[src/rtl/mem_bus_arbiter.sv]
// mem_bus_arbiter: shares one downstream memory port between an instruction
// fetch bus (ibus) and a data bus (dbus). The winning request is copied into
// a request buffer, and the buffer drives mem_*. Responses go back only to
// the granted side. After each transaction the arbiter spends one idle cycle
// before it grants again.
//
// Packed port layouts, MSB first:
//   ibus_req  [64:0]  = {valid, addr[63:0]}
//   ibus_resp [33:0]  = {addr_ok, data_ok, data[31:0]}
//   dbus_req  [139:0] = {valid, addr[63:0], size[2:0], strobe[7:0], data[63:0]}
//   dbus_resp [65:0]  = {addr_ok, data_ok, data[63:0]}
//
// Optional feature: define MEM_ARB_ROUND_ROBIN_EN to alternate ties between
// the two requesters. Without it, dbus always wins a tie and no pointer flop
// is built.
module mem_bus_arbiter (
  input  logic         clk,
  input  logic         rst,
  input  logic [64:0]  ibus_req,
  output logic [33:0]  ibus_resp,
  input  logic [139:0] dbus_req,
  output logic [65:0]  dbus_resp,
  output logic         mem_valid,
  output logic [63:0]  mem_addr,
  output logic         mem_write,
  output logic [2:0]   mem_size,
  output logic [7:0]   mem_strobe,
  output logic [63:0]  mem_wdata,
  input  logic         mem_addr_ok,
  input  logic         mem_data_ok,
  input  logic [63:0]  mem_rdata
);

  typedef enum logic [1:0] {
    IDLE    = 2'd0,
    GRANT_I = 2'd1,
    GRANT_D = 2'd2
  } state_t;

  state_t       r_state;
  logic         r_memValid;
  logic [63:0]  r_memAddr;
  logic         r_memWrite;
  logic [2:0]   r_memSize;
  logic [7:0]   r_memStrobe;
  logic [63:0]  r_memWdata;
`ifdef MEM_ARB_ROUND_ROBIN_EN
  logic         r_rrPtr;
`endif

  logic         w_ibusValid;
  logic [63:0]  w_ibusAddr;
  logic         w_dbusValid;
  logic [63:0]  w_dbusAddr;
  logic [2:0]   w_dbusSize;
  logic [7:0]   w_dbusStrobe;
  logic [63:0]  w_dbusData;
  logic         w_pickDbus;
  logic         w_pickIbus;
  logic [31:0]  w_ibusData;

  assign w_ibusValid  = ibus_req[64];
  assign w_ibusAddr   = ibus_req[63:0];
  assign w_dbusValid  = dbus_req[139];
  assign w_dbusAddr   = dbus_req[138:75];
  assign w_dbusSize   = dbus_req[74:72];
  assign w_dbusStrobe = dbus_req[71:64];
  assign w_dbusData   = dbus_req[63:0];

  // Choose the winner while idle. A pointer value of 0 favours dbus.
`ifdef MEM_ARB_ROUND_ROBIN_EN
  assign w_pickDbus = w_dbusValid && (!w_ibusValid || !r_rrPtr);
`else
  assign w_pickDbus = w_dbusValid;
`endif
  assign w_pickIbus = w_ibusValid && !w_pickDbus;

  // The fetch side gets the 32-bit half of the 64-bit beat that addr[2] selects.
  assign w_ibusData = r_memAddr[2] ? mem_rdata[63:32] : mem_rdata[31:0];

  assign mem_valid  = r_memValid;
  assign mem_addr   = r_memAddr;
  assign mem_write  = r_memWrite;
  assign mem_size   = r_memSize;
  assign mem_strobe = r_memStrobe;
  assign mem_wdata  = r_memWdata;

  // Arbitration FSM. It also owns the request buffer and the registered mem_valid.
  always_ff @(posedge clk or negedge rst) begin
    if (!rst) begin
      r_state     <= IDLE;
      r_memValid  <= 1'b0;
      r_memAddr   <= 64'd0;
      r_memWrite  <= 1'b0;
      r_memSize   <= 3'd0;
      r_memStrobe <= 8'd0;
      r_memWdata  <= 64'd0;
`ifdef MEM_ARB_ROUND_ROBIN_EN
      r_rrPtr     <= 1'b0;
`endif
    end else begin
      case (r_state)
        IDLE: begin
          if (w_pickDbus) begin
            r_state     <= GRANT_D;
            r_memValid  <= 1'b1;
            r_memAddr   <= w_dbusAddr;
            r_memWrite  <= |w_dbusStrobe;
            r_memSize   <= w_dbusSize;
            r_memStrobe <= w_dbusStrobe;
            r_memWdata  <= w_dbusData;
          end else if (w_pickIbus) begin
            r_state     <= GRANT_I;
            r_memValid  <= 1'b1;
            r_memAddr   <= w_ibusAddr;
            r_memWrite  <= 1'b0;
            r_memSize   <= 3'b010;
            r_memStrobe <= 8'd0;
            r_memWdata  <= 64'd0;
          end
        end
        GRANT_I, GRANT_D: begin
          if (mem_addr_ok) begin
            r_memValid <= 1'b0;
          end
          if (mem_data_ok) begin
            r_state    <= IDLE;
            r_memValid <= 1'b0;
`ifdef MEM_ARB_ROUND_ROBIN_EN
            r_rrPtr    <= (r_state == GRANT_D);
`endif
          end
        end
        default: begin
          r_state    <= IDLE;
          r_memValid <= 1'b0;
        end
      endcase
    end
  end

  // Pass the downstream handshakes through to the granted side only.
  always_comb begin
    ibus_resp = 34'd0;
    dbus_resp = 66'd0;
    case (r_state)
      GRANT_I: ibus_resp = {mem_addr_ok, mem_data_ok, w_ibusData};
      GRANT_D: dbus_resp = {mem_addr_ok, mem_data_ok, mem_rdata};
      default: begin
        ibus_resp = 34'd0;
        dbus_resp = 66'd0;
      end
    endcase
  end

endmodule
[config.mk]
export PLATFORM = sky130hd
export DESIGN_NAME = mem_bus_arbiter
export DESIGN_NICKNAME = d
export VERILOG_FILES = /design/src/rtl/mem_bus_arbiter.sv
export SDC_FILE = /design/constraint.sdc
export NUM_CORES = 1
export LEC_CHECK = 0
export BUFFER_PORTS_ARGS = -buffer_cell sky130_fd_sc_hd__buf_2
export CORE_AREA = 2 2 197 199
export DETAILED_ROUTE_END_ITERATION = 16
export DIE_AREA = 0 0 199 201
export PLACE_DENSITY = 0.44
export SYNTH_ARGS = -nofsm -noshare
export SYNTH_HDL_FRONTEND = slang
export SYNTH_SLANG_ARGS = --single-unit
[constraint.sdc]
create_clock -name clk -period 1.7 [get_ports clk]
set_clock_uncertainty 0.2 [all_clocks]
set_input_delay 0.085 -clock clk [delete_from_list [all_inputs] [get_ports clk]]
set_output_delay 0.085 -clock clk [all_outputs]
set_load 0.005 [all_outputs]
== Word level (Yosys, flattened, before mapping) ==
Index checks and enable logic that the tools add are counted.
Word-level totals
  bits in registers: 143
  latch bits: 0
  memory bits (writable): 0
  memory bits (read-only): 0
  input port bits: 273
  output and inout bits: 241
  logic and storage cells: 43
  memories: 0
Cells by class
  $add $sub $neg: 0
  $mul: 0
  div/mod/pow operators: 0
  $lt $le $gt $ge: 0
  equal/unequal tests: 5
  shift-type cells: 0
  muxes and demuxes: 22
  bitwise operators: 0
  reduce and logical (&&, ||, !) cells: 9
Operator list (number)
  64-bit two-way mux: 4
  66-bit two-way mux: 1
  34-bit two-way mux: 1
  32-bit two-way mux: 1
  8-bit two-way mux: 2
  8-bit OR reduction: 1
  1-bit two-way mux: 6
  2-bit two-way mux: 3
  3-bit two-way mux: 2
  3-bit inequality test (second input constant): 2
  2-bit AND reduction: 3
  2-bit one-hot mux with 2 select lines: 1
  2-bit by 1-bit equality test with 1-bit output (second input constant): 1
  2-bit equality test (second input constant): 1
  2-bit logical NOT: 1
  2-bit inequality test (second input constant): 1
  1-bit one-hot mux with 2 select lines: 1
  2-bit nonzero test: 1
  2-bit OR reduction: 1
  1-bit logical AND: 1
  1-bit logical NOT: 1

== Logic depth before layout (Yosys ltp) ==
  depth in word-level cells: 5
  depth in mapped cells: 8

== Least setup slack after synthesis ==
Ideal clock, no wire load.
  path type: reg2reg
  start point: register r_state[0]
  end point: register r_memSize[0] (netlist: mem_size[0])
  library setup time: 0.121 ns
  arrival time: 1.316 ns
  data required time: 1.379 ns
  setup slack: 0.063 ns
  cell stages (with the launch flop): 7
  cells stage by stage: dfrtp_1 > inv_1 > ha_1 > and2_1 > buf_2 > buf_2 > a22o_1
Between the ends
  word-level cells in the longest chain between the ends: 2
Ends and longest elaborated chain
  start: declaration: line 40  | state_t r_state;
  start signal: assignment: line 91  | r_state <= IDLE;
  start signal: assignment: line 105  | r_state <= GRANT_D;
  start signal: assignment: line 113  | r_state <= GRANT_I;
  2-bit logical NOT: line 102  | case (r_state)
  2-bit AND reduction (no source line)
  end signal: assignment: line 109  | r_memSize <= w_dbusSize;
  end: declaration: line 44  | logic [2:0] r_memSize;
Every way passes these cells.
A chain may end at the register's enable or synchronous reset.

== Worst setup path after layout ==
  start point: register r_state[1]
  end point: output ibus_resp[23]
Between the ends
  word-level cells in the longest chain between the ends: 2
Ends and longest elaborated chain
  2-bit by 1-bit equality test with 1-bit output: line 146  | case (r_state)
  34-bit two-way mux: line 146
  end: declaration: line 20  | output logic [33:0] ibus_resp,
Every way passes these cells.

==> results.toml <==
[critical_path]
crit_slowest_cell = "dfrtp_1"
reg2reg_from = "r_state[0]"
r2r_cells = 6
arrival_ps = 1660
cp_max_fo = 8
path_delay_family = "buffers and inverters"
cp-startpoint = "r_state[1]"
worstPathRequired_ps = 1410
worstSetupPathType = "reg2out"
cp_slowest_stage_delay_ps = 380
rr_endpoint = "mem_wdata[25]"
cp_cell_sequence = "inv_2, buf_6, ha_4, clkbuf_16, nor2b_1, buf_2"
start_kind = "register"
r2r_slack_ps = -50
path_buf_inv = 4
crit_path_end_kind = "output port"

[drt]
wl_per_cell_um = 16.97
via_per_inst = 4.016
dr.pass1.iters = 4
vias = 7598
ant_nets = 0
wl_um = 32110
drc = 0
drtIter0Drc = 224

[hold_path]
hold_start = "dbus_req[139]"
hold_class = "in2reg"
holdPathEnd = "mem_addr[51]"
whs_path_depth = 5

[floorplan]
pin_count = 514
die_area_um2 = 40000
core_um2 = 38110
rows = 72
chipWidth_um = 199
start_util_pct = 17.96
die_h_um = 201

[timing]
rsz0062_at_grt = "true"
layout_min_cycle_time_ps = 1948
holdWs_ps = 100.5
worst_slack_ps = -248.3
drv_slew = 0
setup_viol = 170
fmax_mhz = 513.3
worstMarginPinSlew_ps = 521.8
min_period_over_period_pct = 114.6
relSlewSlack_pct = 64.89
tns_ps = -21240
finalHoldViolCount = 0

[status]
status = "finished with violations"
violations = "setup timing"

[global_route]
grt_start_max_net_pins = 67
antenna_found_initial = 13
grt_pass1_wl_um = 46450
grt_usage_pct = 15.27
first_global_vias = 7956
grt-ovfl-total = 0

[layout]
multi_input_area_um2 = 3132
final_common_cell = "buf_2"
instances_no_fill = 1892
drive_gt1_share_pct = 45.27
synthToLayoutAreaGrowth_pct = 95.58
nets = 1626
final_cell_mix = "498 x buf_2, 209 x dlygate4sd3_1, 142 x dfrtp_1"
post-route-util_pct = 35.13
register_area_um2 = 3580
n_fill_cell = 3896

[synthesis]
yosys.area.top_type = "dfrtp_1"
synth-seq-area-share_pct = 52.29
ys_types = 24
synth_seq_cells = 143
yosysTopAreaCellShare_pct = 52.29
synthFlopType = "dfrtp_1"
synth_cells = 619
syn_area_um2 = 6844
yosys_warnings = 0
synth_async_sr_flop_share_pct = 100.0
yosys-top-cells-area = "dfrtp_1 52%, mux2i_1 14%, a22o_1 9.6%, and2_1 6.3%, o21ai_1 4.6%"
synth.avg_cell_area_um2 = 11.06
synth-edff-count = 0
syn-num-nets = 895

[clock_tree]
cts_sinks = 143
cts_root_buf = "clkbuf_16"
path_clk_slew_ps = 70
clock_latency_ps = 420
cts_buffer_depth = 2
cts_buffers = 17
cts_max_level = 4
tritoncts = "done"

[place]
place_congestion = 0.7912
placed_cells = 1630
dpl.hpwl_um = 22810
port_buffers = 513

[pwr]
power.internal_w = 0.01185
sw_frac_of_total_pct = 36.51
power_frac_seq_pct = 31.0
p_total_w = 0.01866
irDropWorstVdd_uv = 732.9
powerDensity_nw_per_um2 = 1394
clkPwrFrac_pct = 20.3
p_leak_nw = 6.925
combPwrFrac_pct = 48.7
p_switching_w = 0.006812

[run]
maxCapViolCount = 0
[worst max path at each step]
stage	to	slack, ps	depth (start not counted)
floorplan	mem_size[0]	60	6
finish	ibus_resp[23]	-250	6
global placement	mem_wdata[48]	-20	6
global route	ibus_resp[23]	-330	6
CTS	dbus_resp[36]	-270	6
detailed placement	mem_wdata[48]	-30	6
[sequential cells by signal, indices dropped and copies added (netlist names)]
signal and cells:
r_state 2, mem_write 1, mem_wdata 64, mem_size 3
mem_strobe 8, mem_addr 64, mem_valid 1
[through the flow]
step                      cell area [µm²]  setup WS [ps]
final                               13390         -248.3
after global routing                13380         -331.8
after CTS                           13000         -266.6
after detailed placement            10200         -31.88
after global placement              10200         -22.51
after floorplan                      6844          63.16
[cells in the mapped netlist (all sizes together), types with 2 or more instances]
cell	instances
and2	69
nor2	3
nand2	66
buf	36
ha	3
inv	4
a22o	75
nor4	2
a21oi	2
mux2i	96
nor2b	32
dfrtp	143
o21ai	67
clkbuf	16
[cells by family after synthesis]
kind of cell             Yosys count  synth area share, %
AND/OR/NAND/NOR                  174                13.40
flip-flops                       143                52.29
adder cells (fa/ha/maj)            3               0.5485
buffers and inverters             56                4.570
multiplexers                      96                14.04
AO/OA/AOI/OAI                    147                15.16
[area by class of cell]
type / instances / share of cell area, %
repair buffers: 764 / 40.38
diodes: 11 / 0.2056
clock buffers: 17 / 3.178
multi-input cells: 420 / 23.40
inverters: 4 / 0.1122
flip-flops and latches: 143 / 26.74
well taps: 518 / 4.842
clock inverters: 15 / 1.140
[worst min-delay path, cell delays in order]
cell	delay, ps
buf_4	140
o21ai_4	120
buf_12	180
nand2_1	80
o21ai_1	50
[power groups by stage]
stage	registers [W]	logic [W]	clock network, W
after floorplan	0.00590	0.00369	0
after global placement	0.00583	0.00772	0
after detailed placement	0.00578	0.00781	0
after CTS	0.00579	0.00848	0.00396
after global routing	0.00601	0.00992	0.00410
final	0.00579	0.00908	0.00379
[per-layer routing]
layer,part of all wire [%],track usage (%),vias to the layer above
met5,0,0,-
met4,2.0,7.436,0
met3,6.8,4.267,29
met2,54,27.31,340
met1,38,16.40,3591
li1,-,-,3638
[timing repair]
action,in CTS,in global routing
hold buffers,209,0
buffers inserted,0,2
setup endpoints to repair,171,185
gates cloned,2,6
pin swaps,0,2
endpoints found under the hold margin,286,0
resized for setup,16,36
No activity file was read; power rests on OpenSTA's default activity.
